`src/rtl/dcache_axi_bridge.sv`:
```
// dcache_axi_bridge: dcache refill/writeback port to AXI4 master bursts.
// Line reads become LINE_BEATS-beat INCR reads; writebacks become INCR writes.
// Ports: clk, reset (async, high); rd_req/rd_type/rd_addr/rd_rdy,
//   ret_valid/ret_data; wr_req/wr_addr/wr_wstrb/wr_data/wr_rdy;
//   AXI4 AR/R (arid..rready) and AW/W/B (awid..bready) channels.
// Option: DCACHE_AXI_RAW_ORDER_EN holds reads to a line being written back.
module dcache_axi_bridge #(
   parameter int LINE_BEATS = 8,
   parameter int ID_W       = 4,
   parameter int RD_ID      = 0,
   parameter int WR_ID      = 1
) (
   input  logic                     clk,
   input  logic                     reset,
   input  logic                     rd_req,
   input  logic [2:0]               rd_type,
   input  logic [31:0]              rd_addr,
   output logic                     rd_rdy,
   output logic                     ret_valid,
   output logic [LINE_BEATS*32-1:0] ret_data,
   input  logic                     wr_req,
   input  logic [31:0]              wr_addr,
   input  logic [3:0]               wr_wstrb,
   input  logic [LINE_BEATS*32-1:0] wr_data,
   output logic                     wr_rdy,
   output logic [ID_W-1:0]          arid,
   output logic [31:0]              araddr,
   output logic [7:0]               arlen,
   output logic [2:0]               arsize,
   output logic [1:0]               arburst,
   output logic                     arvalid,
   input  logic                     arready,
   input  logic [ID_W-1:0]          rid,
   input  logic [31:0]              rdata,
   input  logic [1:0]               rresp,
   input  logic                     rlast,
   input  logic                     rvalid,
   output logic                     rready,
   output logic [ID_W-1:0]          awid,
   output logic [31:0]              awaddr,
   output logic [7:0]               awlen,
   output logic [2:0]               awsize,
   output logic [1:0]               awburst,
   output logic                     awvalid,
   input  logic                     awready,
   output logic [31:0]              wdata,
   output logic [3:0]               wstrb,
   output logic                     wlast,
   output logic                     wvalid,
   input  logic                     wready,
   input  logic [ID_W-1:0]          bid,
   input  logic [1:0]               bresp,
   input  logic                     bvalid,
   output logic                     bready
);

   localparam int LW = LINE_BEATS * 32;
   localparam int CW = $clog2(LINE_BEATS);
   localparam int OB = $clog2(LINE_BEATS * 4);
   localparam logic [CW-1:0] LAST = CW'(LINE_BEATS - 1);

   typedef enum logic [1:0] {R_IDLE, R_AR, R_DATA, R_RET} rstate_t;
   typedef enum logic [1:0] {W_IDLE, W_AW, W_DATA, W_RESP} wstate_t;

   rstate_t         rstate_q, rstate_d;
   wstate_t         wstate_q, wstate_d;
   logic [31:0]     araddr_q;
   logic [7:0]      arlen_q;
   logic [2:0]      arsize_q;
   logic [CW-1:0]   rcnt_q;
   logic [LW-1:0]   ret_data_q;
   logic [31:0]     waddr_q;
   logic [3:0]      wstrb_q;
   logic [LW-1:0]   wline_q;
   logic [CW-1:0]   wcnt_q;
   logic            rd_acc;
   logic            wr_acc;
   logic            unused_ok;

   assign unused_ok = ^{rid, rresp, bid, bresp, wr_addr[OB-1:0]};

   assign rd_acc = rd_req & rd_rdy;
   assign wr_acc = wr_req & wr_rdy;

`ifdef DCACHE_AXI_RAW_ORDER_EN
   // Hold a read whose line is (or is about to be) in flight as a writeback.
   logic raw_hit;
   assign raw_hit =
      ((wstate_q != W_IDLE) && (rd_addr[31:OB] == waddr_q[31:OB])) ||
      (wr_acc && (wr_addr[31:OB] == rd_addr[31:OB]));
   assign rd_rdy = (rstate_q == R_IDLE) & ~raw_hit;
`else
   assign rd_rdy = (rstate_q == R_IDLE);
`endif

   // ---------------- read FSM ----------------
   always_ff @(posedge clk or posedge reset) begin
      if (reset) rstate_q <= R_IDLE;
      else       rstate_q <= rstate_d;
   end

   always_comb begin
      rstate_d = rstate_q;
      unique case (rstate_q)
         R_IDLE: if (rd_acc) rstate_d = R_AR;
         R_AR:   if (arready) rstate_d = R_DATA;
         R_DATA: if (rvalid && rlast) rstate_d = R_RET;
         R_RET:  rstate_d = R_IDLE;
         default: rstate_d = R_IDLE;
      endcase
   end

   always_comb begin
      arvalid   = (rstate_q == R_AR);
      rready    = (rstate_q == R_DATA);
      ret_valid = (rstate_q == R_RET);
   end

   assign arid     = ID_W'(RD_ID);
   assign araddr   = araddr_q;
   assign arlen    = arlen_q;
   assign arsize   = arsize_q;
   assign arburst  = 2'b01;
   assign ret_data = ret_data_q;

   // Sub-line reads clear the buffer so the single beat reads back zero-extended;
   // line reads keep old slots, so a short burst leaves stale data behind.
   always_ff @(posedge clk or posedge reset) begin
      if (reset) begin
         araddr_q   <= '0;
         arlen_q    <= '0;
         arsize_q   <= '0;
         rcnt_q     <= '0;
         ret_data_q <= '0;
      end else if (rd_acc) begin
         rcnt_q <= '0;
         if (rd_type == 3'b100) begin
            araddr_q <= {rd_addr[31:OB], {OB{1'b0}}};
            arlen_q  <= 8'(LINE_BEATS - 1);
            arsize_q <= 3'd2;
         end else begin
            araddr_q   <= rd_addr;
            arlen_q    <= '0;
            arsize_q   <= {1'b0, rd_type[1:0]};
            ret_data_q <= '0;
         end
      end else if (rstate_q == R_DATA && rvalid) begin
         ret_data_q[32*int'(rcnt_q) +: 32] <= rdata;
         rcnt_q <= rlast ? '0 : rcnt_q + CW'(1);
      end
   end

   // ---------------- write FSM ----------------
   always_ff @(posedge clk or posedge reset) begin
      if (reset) wstate_q <= W_IDLE;
      else       wstate_q <= wstate_d;
   end

   always_comb begin
      wstate_d = wstate_q;
      unique case (wstate_q)
         W_IDLE: if (wr_acc) wstate_d = W_AW;
         W_AW:   if (awready) wstate_d = W_DATA;
         W_DATA: if (wready && wcnt_q == LAST) wstate_d = W_RESP;
         W_RESP: if (bvalid) wstate_d = W_IDLE;
         default: wstate_d = W_IDLE;
      endcase
   end

   always_comb begin
      wr_rdy  = (wstate_q == W_IDLE);
      awvalid = (wstate_q == W_AW);
      wvalid  = (wstate_q == W_DATA);
      wlast   = (wstate_q == W_DATA) && (wcnt_q == LAST);
      bready  = (wstate_q == W_RESP);
   end

   assign awid    = ID_W'(WR_ID);
   assign awaddr  = waddr_q;
   assign awlen   = 8'(LINE_BEATS - 1);
   assign awsize  = 3'd2;
   assign awburst = 2'b01;
   assign wdata   = wline_q[32*int'(wcnt_q) +: 32];
   assign wstrb   = wstrb_q;

   always_ff @(posedge clk or posedge reset) begin
      if (reset) begin
         waddr_q <= '0;
         wstrb_q <= '0;
         wline_q <= '0;
         wcnt_q  <= '0;
      end else if (wr_acc) begin
         waddr_q <= {wr_addr[31:OB], {OB{1'b0}}};
         wstrb_q <= wr_wstrb;
         wline_q <= wr_data;
         wcnt_q  <= '0;
      end else if (wstate_q == W_DATA && wready) begin
         wcnt_q <= (wcnt_q == LAST) ? '0 : wcnt_q + CW'(1);
      end
   end

endmodule
```
`config.mk`:
```
export PLATFORM = sky130hd
export DESIGN_NAME = dcache_axi_bridge
export DESIGN_NICKNAME = d
export VERILOG_FILES = /design/src/rtl/dcache_axi_bridge.sv
export SDC_FILE = /design/constraint.sdc
export NUM_CORES = 1
export LEC_CHECK = 0
export CAP_MARGIN = 20
export CORE_AREA = 2 2 303 305
export CTS_CLUSTER_SIZE = 25
export DETAILED_ROUTE_END_ITERATION = 6
export DIE_AREA = 0 0 305 307
export SLEW_MARGIN = 20
export SYNTH_ARGS = -nofsm -noshare
export SYNTH_HDL_FRONTEND = slang
export SYNTH_SLANG_ARGS = --single-unit
```
`constraint.sdc`:
```
create_clock -name clk -period 23.2 [get_ports clk]
set_input_delay 4.64 -clock clk [delete_from_list [all_inputs] [get_ports clk]]
set_output_delay 4.64 -clock clk [all_outputs]
set_load 0.03 [all_outputs]
```
==> results of run 1 <==
-- kinds of logic after synthesis --
logic type,synth area share [%]
compound gates,7.703
fa+ha+maj,0.8459
buf+inv,4.234
flops,58.52
mux,21.69
other cells,0.02987
simple gates,6.976
-- registers in the layout, summed over array words and instances, names as in the netlist --
signal and flops:
arlen 1, rcnt_q 3, wcnt_q 3, wstate_q 2
wline_q 256, araddr 32, awaddr 27, wstrb 4
ret_data 256, arsize 2, rstate_q 2
-- layer usage --
metal,part of all wire (%),track usage [%],vias up
li1,-,-,8102
met1,39,22.41,9551
met2,48,31.45,714
met3,8.9,6.706,154
met4,3.7,7.161,12
met5,0.10,0,-
-- per-stage QoR --
step                      util [%]  std cells
after floorplan                  -       1903
after global placement       36.94       3670
after detailed placement     36.94       3670
after CTS                    39.48       3792
after global routing         39.51       3794
final                        39.51       3794
-- Yosys cell counts (all sizes together), types with 41 or more instances --
master  count  area, um^2
nand2     200       758.2
o21ai      65       325.3
mux4       64        1441
a22o       55       481.7
clkbuf     79       296.5
mux2i      41       410.4
buf       104       599.3
inv        45       168.9
a32o       69       690.7
mux2      320        3603
dfrtp     588       14710
-- worst max path at each step --
| stage | startpoint | end | slack [ps] | cells after the start |
|---|---|---|---|---|
| 2_1_floorplan | reset | araddr[0]$_DFFE_PP0P_ | 2110 | 1 |
| 3_3_place_gp | wr_req | wline_q[200]$_DFFE_PP0P_ | 14110 | 6 |
| 3_5_place_dp | wr_req | wline_q[239]$_DFFE_PP0P_ | 13970 | 6 |
| 4_1_cts | wr_req | wline_q[232]$_DFFE_PP0P_ | 14610 | 6 |
| 5_1_grt | wr_req | wline_q[206]$_DFFE_PP0P_ | 14330 | 6 |
| 6_report | wr_req | wline_q[232]$_DFFE_PP0P_ | 14550 | 6 |
-- area by class of cell --
| type | count | area, um^2 |
|---|---|---|
| Antenna cell | 1 | 2.502 |
| Sequential cell | 588 | 14720 |
| Multi-Input combinational cell | 1087 | 9547 |
| Clock inverter | 25 | 300.3 |
| Clock buffer | 97 | 2003 |
| Tap cell | 1186 | 1484 |
| Timing Repair Buffer | 765 | 7597 |
| Inverter | 45 | 176.4 |
| Fill cell | 8484 | 54860 |
-- worst max-delay path: cells and delay by family --
kind          cells  cell delay, ps
simple gates      1             760
buf+inv           4            3150
mux               1             420
-- power by group --
group          internal (mW)  switching [mW]
sequential              1.35           0.185
clock                  0.660           0.445
combinational          0.835           0.881
==> impl_metrics.py, run 1 <==
metrics = {
    "status": {
        "result_of_the_run": "complete, no violations",
    },
    "placed_design": {
        "dpl_worst_slack_ps": 13970,
        "port_buffers": 728,
        "finalWeightedCongestion": 0.8886,
        "placedInstanceArea_mm2": 0.03350,
        "dp_hpwl_um": 64700,
    },
    "cts": {
        "post_cts_buffers": 0,
        "htree_levels": 3,
        "clk_path_buf_depth": 3,
        "cts_buffers": 70,
        "tritoncts": "done",
        "cts_hold_repair.buffers": 0,
        "clkSinkCount": 588,
        "cts_root_buf": "sky130_fd_sc_hd__clkbuf_16",
        "clock_transition_at_the_registers_of_the_reported_paths_ps": 60,
        "insertion_delay_of_the_later_clocked_pin_in_the_worst_skew_pair_ps": 620,
        "cts-resized-gates": 0,
    },
    "sta": {
        "final.period_utilization_pct": 37.28,
        "setup_repair_after_global_routing_missed_its_margin": "no",
        "finalHoldViolations": 0,
        "final_max_slew_viol_count": 0,
        "worst_slew_margin_rel_pct": 25.95,
        "post_route_setup_tns_ps": 0,
        "holdWs_ps": 475.3,
        "final_critical_path_setup_slack_ps": 14550,
        "clock_skew_ps": 35.34,
        "setup-violations-final": 0,
        "final.min_clock_period_ps": 8649,
        "highest_clock_frequency_the_design_can_meet_mhz": 115.6,
        "tightest_slew_ps": 1111,
    },
    "critical_path": {
        "rr_worst_depth": 7,
        "crit_chain": "clkdlybuf4s50_1 > and2_4 > buf_4 > buf_4 > buf_4 > mux2_2",
        "worst-endpoint-arrival_ps": 9120,
        "worst_setup_path_end_kind": "register",
        "slowest_stage": "sky130_fd_sc_hd__buf_4",
        "critPathRequiredTime_ps": 23670,
        "critPathMaxStageDelay_ps": 940,
        "crit_top_cell": "sky130_fd_sc_hd__buf_4",
        "path_class": "in2reg",
        "worst_reg2reg_setup_slack_ps": 18340,
        "cp_max_fo": 82,
        "worst_r2r_endpoint": "wline_q[232]$_DFFE_PP0P_",
        "launch_instance_of_the_worst_register_to_register_path": "wstate_q[0]$_DFFE_PP0P_",
        "setup.worst_path.start_class": "input port",
    },
    "layout": {
        "final_design_area_no_fill_mm2": 0.03583,
        "area_growth_pct": 42.51,
        "drive_gt1_share_pct": 22.29,
        "num-nets-final": 2955,
        "layout_common_cells": "sky130_fd_sc_hd__clkdlybuf4s50_1, sky130_fd_sc_hd__dfrtp_1, sky130_fd_sc_hd__mux2_2",
        "final_common_cell": "sky130_fd_sc_hd__clkdlybuf4s50_1",
    },
    "floorplan": {
        "placeableCoreArea_mm2": 0.09069,
        "dieHeight_um": 307,
        "io_pins": 780,
        "initial_utilization_pct": 27.73,
        "fp-row-count": 111,
        "chipWidth_um": 305,
        "dieArea_mm2": 0.09364,
    },
    "pwr": {
        "power.leakage_nw": 14.97,
        "vdd_drop_max_uv": 53.53,
        "total_power_mw": 4.355,
        "power-per-cell-area_mw_per_mm2": 121.5,
    },
    "route": {
        "vias": 18530,
        "drc": 0,
        "drt_wl_total_um": 90810,
        "ant_nets": 0,
        "drt-initial-drc-count": 1116,
        "drt-pass1-iter-count": 5,
        "dr_wl_cell_um": 23.93,
        "drt-vias-per-instance": 4.885,
    },
    "synthesis": {
        "yosys_register_bits": 588,
        "ys_warn_count": 0,
        "mappedNetlistArea_mm2": 0.02515,
        "synth_flop_cell": "sky130_fd_sc_hd__dfrtp_1",
        "synth_enable_flop_cells": 0,
        "part_of_the_yosys_area_used_for_sequential_elements_pct": 58.52,
        "yosysUniqueCellTypes": 44,
        "post_synth.cell_area_avg_um2": 13.44,
        "synth_async_reset_ratio_pct": 100.0,
        "synth_cells": 1871,
    },
    "worst_hold_path": {
        "capture_endpoint_of_the_worst_hold_path": "araddr[19]$_DFFE_PP0P_",
        "timing.hold.worst.class": "reg2reg",
        "min_delay_path_depth": 2,
        "worst_hold_startpoint": "araddr[19]$_DFFE_PP0P_",
    },
    "global_routing": {
        "antenna_found_initial": 10,
        "grt_pass1_vias": 20110,
        "grt_first_pass_wirelength_um": 133700,
        "largest_net_degree_at_the_start_of_global_routing": 162,
        "globalRouteOverflowTotal": 0,
        "global_route.usage.total_pct": 18.91,
    },
    "flow_run": {
        "timing.max_cap.violations": 0,
    },
}
Note: power is estimated with default switching activity, not from simulation.
==> run 2: changes to the inputs <==
- clock period: 23.2 -> 8.8 ns (I/O delays scaled with it)
==> run 2 against run 1 <==
  * Die area stayed put
  * Utilization is essentially flat
  * Critical path type is now reg2out
  * Largest power group unchanged
  * Final area barely moved
==> impl_metrics.py, run 2 (synthesis gave the netlist of run 1 again) <==
metrics = {
    "status": {
        "result_of_the_run": "complete, no violations",
    },
    "sta": {
        "setup_repair_after_global_routing_missed_its_margin": "no",
        "finalHoldViolations": 0,
        "final.min_clock_period_ps": 5631,
        "clock_skew_ps": 25.19,
        "worst_slew_margin_rel_pct": 22.86,
        "highest_clock_frequency_the_design_can_meet_mhz": 177.6,
        "final_max_slew_viol_count": 0,
        "final.period_utilization_pct": 63.99,
        "final_critical_path_setup_slack_ps": 3169,
        "setup-violations-final": 0,
        "tightest_slew_ps": 1157,
    },
    "layout": {
        "area_growth_pct": 42.57,
        "final_cells": 3797,
        "drive_gt1_share_pct": 21.94,
        "num-nets-final": 2951,
        "final_design_area_no_fill_mm2": 0.03585,
        "layout_common_cells": "sky130_fd_sc_hd__clkdlybuf4s50_1, sky130_fd_sc_hd__dfrtp_1, sky130_fd_sc_hd__mux2_2",
        "final_common_cell": "sky130_fd_sc_hd__clkdlybuf4s50_1",
    },
    "critical_path": {
        "cp_max_fo": 38,
        "setup.worst_path.start_class": "register",
        "path_class": "reg2out",
        "critPathBufInv": 2,
        "slowest_stage": "sky130_fd_sc_hd__dfrtp_4",
        "worst-endpoint-arrival_ps": 3870,
        "critPathRequiredTime_ps": 7040,
        "critPathMaxStageDelay_ps": 930,
        "crit_chain": "buf_4 > mux4_2 > mux2_2 > clkdlybuf4s50_1",
        "path_delay_family": "buffers and inverters",
        "worst_setup_path_end_kind": "output port",
    },
    "pwr": {
        "power.leakage_nw": 14.95,
        "power-per-cell-area_mw_per_mm2": 319.9,
        "vdd_drop_max_uv": 152.7,
    },
    "route": {
        "vias": 18530,
        "drt_wl_total_um": 89500,
        "detailroute.wirelength.met3_um": 8213,
        "ant_nets": 0,
        "highest-signal-layer": "met5",
        "drt-initial-drc-count": 1351,
        "drc": 0,
        "dr_wl_cell_um": 23.57,
        "drt-vias-per-instance": 4.879,
        "drt-pass1-iter-count": 5,
        "met2_length_um": 43420,
        "wirelength_met1_um": 35120,
    },
    "floorplan": {
        "io_pins": 780,
        "fp-row-count": 111,
        "placeableCoreArea_mm2": 0.09069,
        "chipWidth_um": 305,
        "dieArea_mm2": 0.09364,
        "dieHeight_um": 307,
        "initial_utilization_pct": 27.73,
    },
    "cts": {
        "cts-resized-gates": 0,
        "clk_path_buf_depth": 3,
        "clock_transition_at_the_registers_of_the_reported_paths_ps": 50,
        "cts_hold_repair.buffers": 0,
        "htree_levels": 3,
        "cts_buffers": 70,
        "tritoncts": "done",
        "post_cts_buffers": 0,
        "clkSinkCount": 588,
        "insertion_delay_of_the_later_clocked_pin_in_the_worst_skew_pair_ps": 630,
        "cts_root_buf": "sky130_fd_sc_hd__clkbuf_16",
    },
    "placed_design": {
        "port_buffers": 728,
        "dp_hpwl_um": 62930,
        "dpl_worst_slack_ps": 3577,
        "dp.cells": 3667,
        "finalWeightedCongestion": 0.8563,
        "placedInstanceArea_mm2": 0.03352,
    },
    "worst_hold_path": {
        "timing.hold.worst.class": "reg2reg",
    },
    "global_routing": {
        "grt_first_pass_wirelength_um": 131800,
        "global_route.usage.total_pct": 18.70,
        "antenna_found_initial": 10,
        "grt_pass1_vias": 19820,
        "largest_net_degree_at_the_start_of_global_routing": 179,
        "globalRouteOverflowTotal": 0,
    },
    "flow_run": {
        "timing.max_cap.violations": 0,
    },
}
## run 2: changes by cell type in the layout (fill, tap and decap cells not counted), sizes merged
cell,previous run,this run
buf,37,33
diode,1,4
clkinvlp,1,2
bufinv,5,2
clkbuf,97,111
clkinv,16,8
## run 2: cell type report
type                       instances  area, um^2
timing repair buffer             761        7601
fill                            8524       54840
antenna                            4       10.01
clock inverter                    15       160.2
tap                             1186        1484
sequential                       588       14720
multi-input combinational       1087        9547
inverter                          45       172.7
clock buffer                     111        2151
## run 2: where the power goes
part / switching, mW / internal, mW
logic: 2.28 / 2.20
clock network: 1.17 / 1.74
registers: 0.524 / 3.55
## run 2: path summary, 6_finish.rpt
check                                       startpoint                         to  slack (ps)  cells after the start
max in group asynchronous                        reset      wcnt_q[0]$_DFFE_PP0P_        5260                      4
min in group asynchronous                        reset  ret_data[231]$_DFFE_PP0P_        1650                      2
worst max register to register   rcnt_q[0]$_DFFE_PP0P_  ret_data[211]$_DFFE_PP0P_        4470                      8
worst min-delay path            araddr[27]$_DFFE_PP0P_     araddr[27]$_DFFE_PP0P_         470                      2
worst min register to register  araddr[27]$_DFFE_PP0P_     araddr[27]$_DFFE_PP0P_         470                      2
worst max-delay path             wcnt_q[0]$_DFFE_PP0P_                   wdata[7]        3170                      4
## run 2: routing by layer
| metal | GRT usage, % | up-vias |
|---|---|---|
| met5 | 0 | - |
| met4 | 6.954 | 8 |
| met3 | 6.775 | 122 |
| met2 | 31.08 | 754 |
| met1 | 22.14 | 9531 |
| li1 | - | 8112 |
## run 2: tightest hold or removal path: stages (launching register included)
cell and delay [ps]:
sky130_fd_sc_hd__dfrtp_1 340, sky130_fd_sc_hd__nand2_1 50, sky130_fd_sc_hd__nand2_1 50
## run 2: per-stage QoR
step / setup TNS (ps) / util (%) / power, mW / hold WS, ps
after detailed placement: 0 / 36.97 / 8.662 / 461.2
after floorplan: -573520 / - / 6.938 / 475.2
final: 0 / 39.53 / 11.47 / 474.0
after global placement: 0 / 36.96 / 8.521 / 463.6
after global routing: 0 / 39.52 / 12.06 / 500.2
after CTS: 0 / 39.51 / 11.62 / 479.2
==> run 3: changes to the inputs <==
- CORE_AREA: 2 2 303 305 -> 2 2 301 303
- DIE_AREA: 0 0 305 307 -> 0 0 303 305
- clock period: 8.8 -> 4.5 ns (I/O delays scaled with it)
==> run 3 against run 2 <==
  * The flow now finishes with violations (DRC)
  * Clock skew is 3.3 ps lower
  * Via count is 0.99% higher
  * Final area is 0.82% higher
  * Critical endpoint is now wdata[4]
  * Largest power group unchanged
==> impl_metrics.py, run 3 (synthesis gave the netlist of run 1 again) <==
metrics = {
    "critical_path": {
        "path_class": "reg2out",
        "critPathMaxStageDelay_ps": 680,
        "path_delay_family": "buffers and inverters",
        "cp_max_fo": 18,
        "slowest_stage": "sky130_fd_sc_hd__dfrtp_4",
        "critPathLaunch": "wcnt_q[0]$_DFFE_PP0P_",
        "crit_chain": "buf_4 > mux4_2 > mux2_2 > clkdlybuf4s50_1",
        "worst_r2r_endpoint": "ret_data[255]$_DFFE_PP0P_",
        "worst_reg2reg_setup_slack_ps": 1460,
        "launch_instance_of_the_worst_register_to_register_path": "rcnt_q[1]$_DFFE_PP0P_",
        "critPathRequiredTime_ps": 3600,
        "rr_worst_depth": 6,
        "setup.worst_path.start_class": "register",
        "worst_setup_path_end_kind": "output port",
        "critPathBufInv": 2,
        "worst-endpoint-arrival_ps": 3090,
    },
    "floorplan": {
        "initial_utilization_pct": 28.15,
        "chipWidth_um": 303,
        "dieHeight_um": 305,
        "io_pins": 780,
        "dieArea_mm2": 0.09242,
        "placeableCoreArea_mm2": 0.08932,
        "fp-row-count": 110,
    },
    "pwr": {
        "vdd_drop_max_uv": 346.9,
        "power_frac_comb_pct": 39.6,
        "pwr-share-clk_pct": 25.0,
        "switchingPower_mw": 7.838,
        "netSwitchingFraction_pct": 34.69,
        "internal-power_mw": 14.76,
        "power-per-cell-area_mw_per_mm2": 625.2,
        "power.leakage_nw": 15.11,
        "sequentialPowerShare_pct": 35.4,
    },
    "global_routing": {
        "grt_pass1_vias": 20180,
        "largest_net_degree_at_the_start_of_global_routing": 122,
        "globalRouteOverflowTotal": 0,
        "grt_first_pass_wirelength_um": 134100,
        "antenna_found_initial": 12,
        "global_route.usage.total_pct": 19.36,
    },
    "worst_hold_path": {
        "timing.hold.worst.class": "reg2reg",
        "capture_endpoint_of_the_worst_hold_path": "araddr[16]$_DFFE_PP0P_",
        "min_delay_path_depth": 2,
        "worst_hold_startpoint": "araddr[16]$_DFFE_PP0P_",
    },
    "sta": {
        "setup-violations-final": 0,
        "worst_slew_margin_rel_pct": 37.58,
        "final.period_utilization_pct": 88.66,
        "post_route_setup_tns_ps": 0,
        "tightest_slew_ps": 936.2,
        "setup_repair_after_global_routing_missed_its_margin": "no",
        "highest_clock_frequency_the_design_can_meet_mhz": 250.6,
        "final_max_slew_viol_count": 0,
        "final.min_clock_period_ps": 3990,
        "clock_skew_ps": 21.94,
        "finalHoldViolations": 0,
        "final_critical_path_setup_slack_ps": 510.1,
    },
    "cts": {
        "clock_transition_at_the_registers_of_the_reported_paths_ps": 50,
        "cts-resized-gates": 0,
        "clkSinkCount": 588,
        "cts_hold_repair.buffers": 0,
        "htree_levels": 3,
        "cts_buffers": 70,
        "tritoncts": "done",
        "insertion_delay_of_the_later_clocked_pin_in_the_worst_skew_pair_ps": 600,
        "cts_root_buf": "sky130_fd_sc_hd__clkbuf_16",
        "post_cts_buffers": 0,
        "clk_path_buf_depth": 3,
    },
    "route": {
        "drc": 108,
        "ant_nets": 0,
        "drt-pass1-iter-count": 7,
        "drt-vias-per-instance": 4.902,
        "drt-initial-drc-count": 1238,
        "drt_wl_total_um": 92150,
        "vias": 18710,
        "dr_wl_cell_um": 24.14,
    },
    "placed_design": {
        "dp_hpwl_um": 67950,
        "placedInstanceArea_mm2": 0.03386,
        "finalWeightedCongestion": 0.9126,
        "dpl_worst_slack_ps": 919.0,
        "port_buffers": 728,
    },
    "layout": {
        "area_growth_pct": 43.74,
        "layout_common_cells": "sky130_fd_sc_hd__clkdlybuf4s50_1, sky130_fd_sc_hd__dfrtp_1, sky130_fd_sc_hd__mux2_2",
        "final_design_area_no_fill_mm2": 0.03614,
        "nFillCells": 8317,
        "drive_gt1_share_pct": 22.82,
        "final_common_cell": "sky130_fd_sc_hd__clkdlybuf4s50_1",
        "num-nets-final": 2985,
    },
    "status": {
        "violations": "DRC",
        "result_of_the_run": "finished, violations left",
    },
    "flow_run": {
        "timing.max_cap.violations": 0,
    },
}
[run 3: per-stage QoR]
| step | util (%) | cells | hold slack [ps] | power (mW) |
|---|---|---|---|---|
| detailed placement | 37.91 | 3691 | 461.8 | 17.12 |
| finish | 40.46 | 3817 | 470.6 | 22.60 |
| CTS | 40.44 | 3810 | 475.4 | 22.88 |
| global route | 40.45 | 3813 | 502.8 | 23.76 |
| global placement | 37.91 | 3691 | 462.5 | 16.85 |
| floorplan | - | 1903 | 475.2 | 13.57 |
[run 3: power by group through the flow]
stage / Sequential, mW / Combinational, mW / Clock, mW
CTS: 8.02 / 9.06 / 5.80
detailed placement: 8.10 / 9.02 / 0
floorplan: 8.51 / 5.06 / 0
global route: 8.21 / 9.50 / 6.05
finish: 7.99 / 8.95 / 5.65
global placement: 7.98 / 8.87 / 0
[run 3: worst max path at each step]
stage                     slack, ps  depth (start not counted)                       end
after floorplan               -4420                          1     araddr[0]$_DFFE_PP0P_
after global placement         1010                          7   ret_data[1]$_DFFE_PP0P_
after detailed placement        920                          7  ret_data[15]$_DFFE_PP0P_
after CTS                       410                          4                  wdata[4]
after global routing            350                          4                  wdata[4]
final                           510                          4                  wdata[4]
[run 3: tightest hold or removal path, stage by stage, from the launching register on]
cell,delay [ps]
sky130_fd_sc_hd__dfrtp_1,340
sky130_fd_sc_hd__nand2_1,50
sky130_fd_sc_hd__nand2_1,50
[run 3: metal layers]
layer  GRT usage, %  part of all wire, %
met1          21.78                   37
met2          32.42                   48
met3          7.649                   11
met4          8.111                  3.9
met5              0                0.062
[run 3: cell type report]
cell class	count	area, um^2	area share [%]
Timing Repair Buffer	795	7953	22.00
Sequential cell	588	14720	40.74
Clock inverter	21	307.8	0.8516
Antenna cell	7	17.52	0.04846
Clock buffer	98	1958	5.418
Tap cell	1176	1471	4.071
Inverter	45	172.7	0.4777
Multi-Input combinational cell	1087	9539	26.39
